File: config.mk
export PLATFORM = sky130hd
export DESIGN_NAME = serial_add_ctrl
export DESIGN_NICKNAME = d
export VERILOG_FILES = /design/src/rtl/serial_add_ctrl.sv
export SDC_FILE = /design/constraint.sdc
export NUM_CORES = 1
export LEC_CHECK = 0
export CAP_MARGIN = 30
export CORE_MARGIN = 2
export CORE_UTILIZATION = 57
export CTS_BUF_LIST = sky130_fd_sc_hd__clkbuf_8
export CTS_CLUSTER_SIZE = 20
export DETAILED_ROUTE_END_ITERATION = 8
export PLACE_DENSITY_LB_ADDON = 0.12
export SYNTH_ARGS = -nofsm -noshare
export SYNTH_HDL_FRONTEND = slang
export SYNTH_SLANG_ARGS = --single-unit
export TNS_END_PERCENT = 30
File: constraint.sdc
create_clock -name clk -period 2.8 [get_ports clk]
set_input_delay 0.42 -clock clk [delete_from_list [all_inputs] [get_ports clk]]
set_output_delay 0.42 -clock clk [all_outputs]
set_load 0.02 [all_outputs]
File: src/rtl/serial_add_ctrl.sv
// Bit-serial adder controller. It feeds one operand bit pair per cycle, LSB first,
// into an external 1-bit full adder and collects the sum in a shift register.
module serial_add_ctrl #(
    parameter int WIDTH = 8
) (
    input  logic             clk,
    input  logic             rst_n,
    input  logic             start,
    input  logic [WIDTH-1:0] a_in,
    input  logic [WIDTH-1:0] b_in,
    input  logic             cin,
    output logic             fa_a,
    output logic             fa_b,
    output logic             fa_c,
    input  logic             fa_sum,
    input  logic             fa_carry,
    output logic             busy,
    output logic             done,
    output logic [WIDTH-1:0] sum_out,
    output logic             cout
);

    localparam int CNT_W = $clog2(WIDTH);
    localparam logic [CNT_W-1:0] LAST_BIT = CNT_W'(WIDTH - 1);

    typedef enum logic [1:0] {
        IDLE,
        RUN,
        DONE
    } state_t;

    state_t           state;
    logic [WIDTH-1:0] a_sr;
    logic [WIDTH-1:0] b_sr;
    // The bit that would leave the bottom of the partial sum is never needed,
    // so only the upper WIDTH-1 bits are kept.
    logic [WIDTH-2:0] s_sr;
    logic             c_reg;
    logic [CNT_W-1:0] cnt;
    logic [WIDTH-1:0] s_next;

    assign s_next = {fa_sum, s_sr};

    assign fa_a = (state == RUN) && a_sr[0];
    assign fa_b = (state == RUN) && b_sr[0];
    assign fa_c = (state == RUN) && c_reg;

    always_ff @(posedge clk or negedge rst_n) begin
        if (!rst_n) begin
            state   <= IDLE;
            a_sr    <= '0;
            b_sr    <= '0;
            s_sr    <= '0;
            c_reg   <= 1'b0;
            cnt     <= '0;
            busy    <= 1'b0;
            done    <= 1'b0;
            sum_out <= '0;
            cout    <= 1'b0;
        end else begin
            case (state)
                IDLE: begin
                    done <= 1'b0;
                    if (start) begin
                        a_sr  <= a_in;
                        b_sr  <= b_in;
                        s_sr  <= '0;
                        c_reg <= cin;
                        cnt   <= '0;
                        busy  <= 1'b1;
                        state <= RUN;
                    end
                end
                RUN: begin
                    a_sr  <= {1'b0, a_sr[WIDTH-1:1]};
                    b_sr  <= {1'b0, b_sr[WIDTH-1:1]};
                    s_sr  <= s_next[WIDTH-1:1];
                    c_reg <= fa_carry;
                    // The counter stops at the last bit so it never wraps.
                    if (cnt == LAST_BIT) begin
                        sum_out <= s_next;
                        cout    <= fa_carry;
                        busy    <= 1'b0;
                        done    <= 1'b1;
                        state   <= DONE;
                    end else begin
                        cnt <= cnt + 1'b1;
                    end
                end
                DONE: begin
                    done  <= 1'b0;
                    state <= IDLE;
                end
                default: begin
                    busy  <= 1'b0;
                    done  <= 1'b0;
                    state <= IDLE;
                end
            endcase
        end
    end

endmodule

==> results, run 1 <==
- Synthesis produced 151 cells.
- The number of detailed-route iterations in the first pass is 4.
- Summed over all layers, the routed wires come to 3.96 mm.
- After synthesis, the share of flip-flops with an asynchronous set or reset is 100%.
- The setup slack on the worst flop-to-flop path is 1.24 ns.
- TritonCTS built the clock tree.
- After legalization and detailed placement, the total HPWL measured 2.55 mm.
- Once the clock tree was built, the resizer swapped 0 gates to a different size.
- The number of clock buffers inserted by TritonCTS is 5.
- The startpoint type of the worst setup path is a flip-flop.
- The clock passes through at most 2 buffers.
- The largest fanout on the critical path is 13.
- The worst path meets setup with 0.379 ns of slack.
- In this design, the largest share of critical-path delay is due to buffers and inverters.
- By area the synthesized netlist is led by dfrtp_1 56%, o22ai_1 9.1%, mux2_4 7.6%.
- The number of buffer and inverter instances along the worst setup path is 1.
- The CTS root buffer is clkbuf_8.
- The most used flip-flop cell after synthesis is dfrtp_1.
- The remaining global-route overflow is 0.
- The required time of the critical path is 2.38 ns.
- The congestion estimate from routability-driven global placement came to 0.851.
- Measured along the x axis, the die boundary spans 60.0 µm.
- The slew at the pin closest to its max-slew limit is 0.875 ns.
- The number of cells on the worst reg-to-reg path is 3.
- The via count of the first global-routing pass came to 1,355.
- The run finished with clean final reports.
- In this run switching power makes up 36.3% of total power.
- The filler cells instantiated in the layout total 232.
- Per report_power, the clock group accounts for 18.5% of the total.
- The vertical die dimension is 60.0 µm.
- The post-layout net count is 209.
- The area fraction of the dominant cell type after synthesis is 56.1%.
- The count of clock tree sinks is 40.
- In the layout the commonest cells are 40 x dfrtp_1, 34 x clkdlybuf4s50_1, 26 x o22ai_1.
- The initial antenna violation count is 0.
- The synthesized netlist contains 26 unique library cells.
- The internal portion of the total power is 1.61 mW.
- The floorplan step defined a die boundary enclosing 0.00359 mm².
- The category of the critical setup timing path is flip-flop to output pin.
- Of the total power, combinational logic draws 40.7%.
- The tool flagged a number of max-cap violations equal to 0.
- The synthesized design contains 40 register bits.
- The worst register-to-register path ends at a_sr[1].
- The post-CTS setup buffer count is 0.
- The largest registers in the layout are a_sr: 8 flops, b_sr: 8 flops, sum_out: 8 flops.
- Entering global routing, the biggest net connects 41 pins.
- Setup repair after global routing left no endpoint under its margin.
- Summed over all nets, the switching power comes to 0.921 mW.
- The share of final-layout standard cells stronger than drive strength 1 is 13.5%.
- Measured against its own limit, the worst slew margin works out to 41.7%.
- The number of failing hold endpoints at the final stage is 0.
- The first global-routing pass estimated 6.53 mm of wire.
- The sum of negative setup slack is 0 ns.
- The worst setup slack after placement is 0.696 ns.
- The synthesized netlist occupies a cell area of 0.00178 mm².
- The critical path goes through and2b_4 > and2_1 > clkdlybuf4s50_1.
- The initialized floorplan defines 20 standard-cell rows.
- The leading cell type in the layout, fill and taps excluded is dfrtp_1.
- Yosys printed 0 warnings.
- Counting every net in the synthesized netlist gives 176.
- In the routed design, unresolved DRC markers number 0.
- The max-slew violation count was 0.
- The number of hold buffers added after CTS was 0.
- The overall via count from detail_route is 1,363.
- For this design the static power due to leakage is 0.977 nW.
- The quantity of I/O buffers inserted on ports is 35.
- The maximum operating frequency is 413 MHz.
- The top-level port count is 36.
- In this design, the stage delay of the slowest critical-path cell is 0.61 ns.
- The biggest area contributor in the post-synthesis netlist is dfrtp_1.
- The antenna cell count is 0.
- The initial utilization of the core area, before any placement, comes to 59.4%.
- The clock period minus worst slack is 2.42 ns.
- The detail route stage leaves a number of antenna-violating nets equal to 0.
- The later pin in the worst-skew pair is clocked with a latency of 0.30 ns.
- The worst IR drop on VDD is 0.735 mV.
- Across the routed clock network, the largest skew measured is 0.00569 ns.
- A synthesized cell averages 11.8 µm².
- The starting DRC count in detailed routing is 49.
- In this run the worst hold path is classified as primary input to asynchronous set/reset pin.
- STA classifies the critical path endpoint as an output pin.
- The CTS H-tree depth is 2.
- The slowest stage of the critical path is the clkdlybuf4s50_1 cell.
- The worst path uses 86.5% of the clock period.
- Across every metal layer, demand over resource in global routing totals 25.3%.
- After synthesis, flip-flops and latches occupy 56.1% of the total area.
- The beginning of the worst register-to-register path is state[1].
- Counting flops with a built-in enable in the synthesized netlist gives 0.
- Setup violations remaining at the end of the flow were counted as 0.
- The total power divided by cell area is 1140 mW/mm².
- The arrival time at the worst endpoint is 2.00 ns.
- The detail-routed net length per standard cell is 18.2 µm.
- After floorplanning, the core was sized to cover 0.00300 mm².
- Compared with the post-synthesis result, the final layout area differs by 25.0%.
- The via density per instance is 6.25.
- Clock-pin slew was measured on the worst setup and hold paths at 0.08 ns.
- The sequential group share of total power is 40.8%.
## area by class of cell
cell class | count | area (µm²) | area share, %
inverters | 3 | 11.3 | 0.505
clock buffers | 5 | 68.8 | 3.09
multi-input cells | 98 | 712 | 31.9
clock inverters | 3 | 42.5 | 1.91
repair buffers | 36 | 353 | 15.8
flip-flops and latches | 40 | 1000 | 44.9
well taps | 33 | 41.3 | 1.85
## metal layers
metal | part of all wire, % | up-vias | wire length, µm | GRT usage (%)
met5 | 0 | - | 0 | 0
met4 | 2.0 | 0 | 78 | 12.7
met3 | 5.8 | 8 | 229 | 9.09
met2 | 48 | 46 | 1910 | 37.0
met1 | 44 | 678 | 1740 | 33.0
li1 | - | 631 | - | -
## cells in the mapped netlist, types with 3 or more instances
| library cell | instances |
|---|---|
| dfrtp_1 | 40 |
| o22ai_1 | 26 |
| a21oi_1 | 15 |
| mux2_4 | 9 |
| nor2_1 | 8 |
| a22o_1 | 7 |
| buf_2 | 6 |
| o21ai_0 | 5 |
| buf_4 | 4 |
| nand2_1 | 4 |
| and2_1 | 3 |
| ha_1 | 3 |
| o2bb2ai_1 | 3 |
## power by group through the flow
stage	sequential [mW]	clock (mW)	combinational, mW
floorplan	1.06	0	0.655
CTS	1.03	0.479	1.04
finish	1.03	0.468	1.03
detailed placement	1.03	0	1.03
global placement	1.02	0	0.994
global route	1.07	0.505	1.13
## how the worst max path moves through the flow
stage / from / endpoint / slack (ns) / cells after the start
after floorplan: state[1] / fa_a / 1.32 / 3
after global placement: state[1] / fa_c / 0.73 / 3
after detailed placement: state[1] / fa_c / 0.70 / 3
after CTS: state[1] / fa_c / 0.37 / 3
after global routing: state[1] / fa_c / 0.29 / 3
final: state[1] / fa_c / 0.38 / 3
## stage by stage
stage	hold slack, ns	total power, mW	cell area (µm²)	instances	utilization, %
final	0.232	2.54	2230	218	74.3
after global routing	0.290	2.70	2230	218	74.3
after CTS	0.255	2.55	2230	218	74.3
after detailed placement	0.488	2.07	2120	210	70.5
after global placement	0.486	2.01	2120	210	70.5
after floorplan	0.124	1.71	1780	151	-
## logic make-up (layout without fill, tap and decap cells)
group / Yosys count / after routing / synth area share, %
compound gates: 60 / 60 / 21.7
flops: 40 / 40 / 56.1
simple gates: 26 / 26 / 8.48
buf+inv: 13 / 47 / 4.00
mux: 9 / 9 / 7.57
fa+ha+maj: 3 / 3 / 2.10
Power figures use the tool's default switching activity.
==> run 2: changes to the inputs <==
--- a/config.mk
+++ b/config.mk
@@ -6,6 +6,7 @@
 export NUM_CORES = 1
 export LEC_CHECK = 0
 export CAP_MARGIN = 30
+export CORE_ASPECT_RATIO = 0.5
 export CORE_MARGIN = 2
 export CORE_UTILIZATION = 57
 export CTS_BUF_LIST = sky130_fd_sc_hd__clkbuf_8
==> results, run 2 (synthesis gave the netlist of run 1 again) <==
- The TritonCTS clock tree is done.
- The min-delay analysis places its worst path in the category primary input to asynchronous set/reset pin.
- STA classifies the critical path startpoint as a flip-flop.
- The clock passes through at most 2 buffers.
- The worst setup slack after placement is 0.733 ns.
- The tree built by TritonCTS fans out to 40 sinks.
- The overall via count from detail_route is 1,332.
- The clock latency of the later-clocked register in the worst-skew pair is 0.29 ns.
- The category of the critical setup timing path is flip-flop to output pin.
- The post-layout net count is 209.
- CTS placed an instance of clkbuf_8 at the clock tree root.
- The total power divided by cell area is 1090 mW/mm².
- STA classifies the critical path endpoint as an output pin.
- The initial antenna violation count is 0.
- The final worst clock skew is 0.00235 ns.
- Setup violations remaining at the end of the flow were counted as 0.
- The number of detailed-route iterations in the first pass is 4.
- The worst pin sits at a relative slew slack of 42.1%.
- The number of clock buffers inserted by TritonCTS is 5.
- The largest fanout on the critical path is 13.
- The number of standard-cell rows in the floorplan is 14.
- The first-pass GRT wire length is 5.96 mm.
- The max-slew violation count came to 0.
- The sum of negative setup slack is 0 ns.
- The global routing's busiest layer is met2.
- The library cell used most frequently in the layout, excluding fill and tap cells, is dfrtp_1.
- At the worst endpoint, the required time is 2.38 ns.
- The share of final-layout standard cells stronger than drive strength 1 is 12.4%.
- For this run, the slowest stage of the critical path takes 0.59 ns.
- The worst IR drop on VDD is 0.572 mV.
- The number of cells on the worst reg-to-reg path is 4.
- In the post-route analysis, the smallest setup slack over all paths is 0.419 ns.
- The utilization of the core after routing is 74.0%.
- Setup repair after global routing left no endpoint under its margin.
- The clock-pin slew reported for the worst setup and hold paths after clock tree synthesis is 0.07 ns.
- The worst slack on hold paths is 0.242 ns.
- Once detail routing completed, the nets flagged for antenna violations numbered 0.
- The area taken by flip-flops and latches is 0.00100 mm².
- The total length of routed wires is 3.57 mm.
- The flow ran to the end, and the final reports show no timing, DRC or antenna violations.
- The beginning of the worst register-to-register path is cnt[0].
- The floorplan step defined a die boundary enclosing 0.00362 mm².
- For the pin with the worst max-slew slack, the measured transition is 0.869 ns.
- The number of antenna diodes in the final layout is 0.
- The setup slack on the worst flop-to-flop path is 1.26 ns.
- The terminus of the critical flop-to-flop path is sum_out[0].
- The global-route track usage on met3 is 6.67%.
- The cell count after placement is 217.
- Relative to the synthesized area, the layout overhead comes to 24.3%.
- The global-route track usage on met2 is 33.2%.
- Buffers placed on the I/O ports in this run total 35.
- The post-layout instance count excluding filler cells is 225.
- The via count of the first global-routing pass came to 1,234.
- Once the floorplan was initialized, standard cells occupied 59.6% of the core.
- The CTS H-tree depth is 2.
- The multi-input combinational cells in the finished layout cover a total of 712 µm².
- The quantity of hold-fixing buffers added after cts is 0.
- Detailed placement ended at an HPWL of 2.41 mm.
- The count of unresolved DRC violations after routing is 0.
- Gates resized during post-CTS repair numbered 0.
- The number of fill cells in the layout is 219.
- The largest registers in the layout are a_sr: 8 flops, b_sr: 8 flops, sum_out: 8 flops.
- The via density per instance is 5.92.
- The leakage power total is 0.976 nW.
- The starting DRC count in detailed routing is 70.
- The share of the clock period used by the worst path is 85.0%.
- In the layout the commonest cells are 40 x dfrtp_1, 34 x clkdlybuf4s50_1, 26 x o22ai_1.
- The number of failing hold endpoints at the final stage is 0.
- Across the run, the number of max-cap violations was 0.
- The maximum number of pins on one net before global-route repair is 41.
- The floorplan step set the die width to 83.1 µm.
- In this run the standard cell core region covers 0.00300 mm².
- The combined global-route utilization of all metal layers is 21.8%.
- At the end of routability-driven placement, the weighted congestion stood at 0.864.
- The top-level port count is 36.
- STA puts the critical path data arrival time at 1.96 ns.
- After clock tree synthesis, the setup repair step added 0 buffers.
- Subtracting the final worst setup slack from the clock period gives 2.38 ns.
- From bottom edge to top edge, the die measures 43.6 µm.
- Global routing finished with a remaining overflow of 0.
- Dividing the detail-routed wire length by the instance count gives 15.8 µm.
- The maximum operating frequency is 420 MHz.
- Traced cell by cell, the critical path runs through and2b_4 > and2_1 > clkdlybuf4s50_1.
- The slowest cell on the critical path is clkdlybuf4s50_1.
- The global routing met1 resource utilization is 29.8%.
-- run 2: changes by cell type in the layout (fill, tap and decap cells not counted), sizes merged --
cell / change
clkinv: -1
bufinv: -1
clkbuf: +1
clkinvlp: -1
inv: +2
-- run 2: routing by layer --
metal  share of wire (%)  vias to the layer above
met1                  47                      650
met4                 1.4                        0
met3                 5.8                        6
met2                  46                       42
li1                    -                      634
met5                   0                        -
-- run 2: worst max-delay path, delay by kind of cell (launching register included) --
| kind | cells | cell delay [ns] |
|---|---|---|
| flops | 1 | 0.50 |
| simple gates | 2 | 0.57 |
| buf+inv | 1 | 0.59 |
-- run 2: through the flow --
step                      total power [mW]  cell area (µm²)
after floorplan                       1.71             1780
after global placement                2.00             2130
after detailed placement              2.05             2130
after CTS                             2.43             2220
after global routing                  2.59             2220
final                                 2.42             2220
-- run 2: cell type report --
| type | count | area share, % |
|---|---|---|
| multi-input combinational | 98 | 32.1 |
| tap | 40 | 2.26 |
| inverter | 3 | 0.508 |
| timing repair buffer | 36 | 15.9 |
| clock inverter | 2 | 0.339 |
| clock buffer | 6 | 3.72 |
| sequential | 40 | 45.1 |
-- run 2: how the worst max path moves through the flow --
stage / from / to / cells after the start
finish: state[1] / fa_a / 3
global route: state[1] / fa_c / 3
CTS: state[1] / fa_a / 3
detailed placement: state[1] / fa_a / 3
global placement: state[1] / fa_a / 3
floorplan: state[1] / fa_a / 3
-- run 2: where the power goes --
part           switching (mW)  total, mW  internal (mW)
Clock                   0.190      0.383          0.194
Sequential              0.197       1.03          0.832
Combinational           0.491       1.01          0.519
Total                   0.878       2.42           1.54
==> RTL change (config.mk and constraints of run 1) <==
Change the parameter `WIDTH` from 8 to 16.
--- a/src/rtl/serial_add_ctrl.sv
+++ b/src/rtl/serial_add_ctrl.sv
@@ -1,7 +1,7 @@
 // Bit-serial adder controller. It feeds one operand bit pair per cycle, LSB first,
 // into an external 1-bit full adder and collects the sum in a shift register.
 module serial_add_ctrl #(
-    parameter int WIDTH = 8
+    parameter int WIDTH = 16
 ) (
     input  logic             clk,
     input  logic             rst_n,
Interface: changed (resized a_in, b_in and sum_out); port bits go from 36 to 60. No check against the original RTL was run, so the function may have changed too.
==> RTL change against run 1 <==
Critical path depth unchanged. Design area is 79% higher. Synthesized area up 74%. Register-to-register slack got worse by 0.31 ns. Power up 77%. Largest power group unchanged. Sequential cell count increased by 33. Maximum frequency is 5.0% higher. Wire length up 44%. Highest routed layer unchanged. Setup slack better by 0.11 ns. Count of clock-buffer cells in the layout up 6.
==> RTL change: results (changes against run 1) <==
* Run status: finished, final reports clean
* H-tree depth at 3 (+1)
* First-pass GRT wire length at 10000 um (+54%)
* Asr flop ratio synth at 1.00 (unchanged)
* Drt first pass iters at 4 (unchanged)
* Static Leakage at 1.94 nW (+99%)
* Worst IR drop on VDD at 0.499 mV (-32%)
* Final wirelength at 5700 um (+44%)
* Worst-case reg-to-reg path depth at 4 (+1)
* R2r setup slk at 0.93 ns (-0.31 ns)
* Initial DRC count at 83 (+69%)
* Largest net degree at the start of global routing at 74 (+80%)
* Detailed Place HPWL at 3550 um (+39%)
* Antenna violations before repair at 0 (unchanged)
* Port bufs at 59 (+69%)
* Min-delay worst type: in -> async
* Setup Fix Bufs, Post-CTS at 0 (unchanged)
* Ranking of synthesized cells by area: dfrtp_1 (59%), mux2i_1 (10%), o21ai_0 (6.0%), a22o_1 (4.5%), mux2_4 (4.4%)
* Placer Congestion at 0.736 (-13%)
* Slew headroom at 0.407 (-0.00946)
* R2r endpoint: b_sr[2]$_DFFE_PN0P_
* Hold Violations, Final at 0 (unchanged)
* Worst r2r src: state[0]$_DFFE_PN0P_
* Worst Path Max Fanout at 6 (-7)
* Fill cell count at 342 (+47%)
* Post-CTS resize count at 0 (unchanged)
* Via count at 2056 (+51%)
* Synth top cells by count: dfrtp_1 (73), o21ai_0 (37), nand2_1 (33)
* GR Overflow Total at 0 (unchanged)
* Total track usage at 0.213 (-0.0400)
* Clk slew on worst S/H paths at 0.07 ns
* Crit-path max cell delay at 0.60 ns
* Clock Skew at 0.00907 ns (+0.00338 ns)
* Clk_lat worst skew at 0.34 ns (+0.04 ns)
* Register area share after synthesis at 0.590 (+0.0289)
* Final nets at 346 (+66%)
* Total CTS buffers at 9 (+4)
* Clk root buf: clkbuf_8
* CTS max path bufs at 2 (unchanged)
* Count of cell types in the netlist at 27 (+3.8%)
* Slowest stage cell, crit path: clkdlybuf4s50_1
* Layout cells sized above 1 at 0.135 (-0.000520)
* Net Count, Synth at 288 (+64%)
* Critical Path AT at 1.89 ns (-0.11 ns)
* Biggest registers after layout: a_sr x16, b_sr x16, sum_out x16
-- RTL change: changes by cell type in the layout (fill, tap and decap cells not counted), moves of 9 or more --
cell             before  now
dfrtp_1              40   73
o21ai_0               5   37
mux2i_1               0   31
nand2_1               4   33
o22ai_1              26    0
clkdlybuf4s50_1      34   58
a21oi_1              15    2
a22o_1                7   16
mux2_2                0    9
-- RTL change: how the worst max path moves through the flow --
stage | cells past startpoint | slack (ns) | from | endpoint
after floorplan | 5 | 1.16 | state[0]$_DFFE_PN0P_ | fa_a
after global placement | 4 | 0.84 | start | b_sr[5]$_DFFE_PN0P_
after detailed placement | 4 | 0.79 | start | b_sr[0]$_DFFE_PN0P_
after CTS | 3 | 0.47 | state[0]$_DFFE_PN0P_ | fa_a
after global routing | 3 | 0.41 | state[0]$_DFFE_PN0P_ | fa_a
final | 3 | 0.49 | state[0]$_DFFE_PN0P_ | fa_c
-- RTL change: metrics by stage --
step           instances  worst slack [ns]  power (W)  hold WS, ns  area [sq um]
6_report             382             0.493    0.00448        0.197          3990
5_1_grt              382             0.406    0.00475        0.277          3990
4_1_cts              382             0.469    0.00451        0.233          3990
3_5_place_dp         366             0.794    0.00339        0.470          3720
3_3_place_gp         366             0.839    0.00333        0.457          3720
2_1_floorplan        249              1.16    0.00285        0.124          3100
-- RTL change: area by class of cell --
cell class | count | area share
sequential | 73 | 0.457
clock inverter | 5 | 0.0313
multi-input combinational | 159 | 0.297
clock buffer | 11 | 0.0379
tap | 70 | 0.0219
inverter | 2 | 0.00188
timing repair buffer | 62 | 0.153
-- RTL change: kinds of logic (layout without fill, tap and decap cells) --
family	after synthesis	after routing	synth area share
compound gates	60	60	0.121
fa+ha+maj	1	1	0.00404
buf+inv	17	80	0.0335
flops	73	73	0.590
mux	49	49	0.177
simple gates	49	49	0.0747
-- RTL change: where the power goes --
group | switching, W | leakage [nW] | internal, W
registers | 0.000284 | 0.935 | 0.00149
clock network | 0.000377 | 0.140 | 0.000729
logic | 0.000767 | 0.868 | 0.000830
total | 0.00143 | 1.94 | 0.00305
-- RTL change: per-layer routing --
layer	up-vias	part of all wire	routed length (um)	global-route usage
met5	-	0	0	0
met3	9	0.036	207	0.0442
li1	995	-	-	-
met1	1006	0.47	2690	0.290
met4	0	0.015	88	0.104
met2	46	0.48	2710	0.326
-- RTL change: critical path, delay by kind of cell (launching register included) --
kind                   cells  cell delay, ns
AND/OR/NAND/NOR            2            0.46
buffers and inverters      1            0.60
flip-flops                 1            0.49
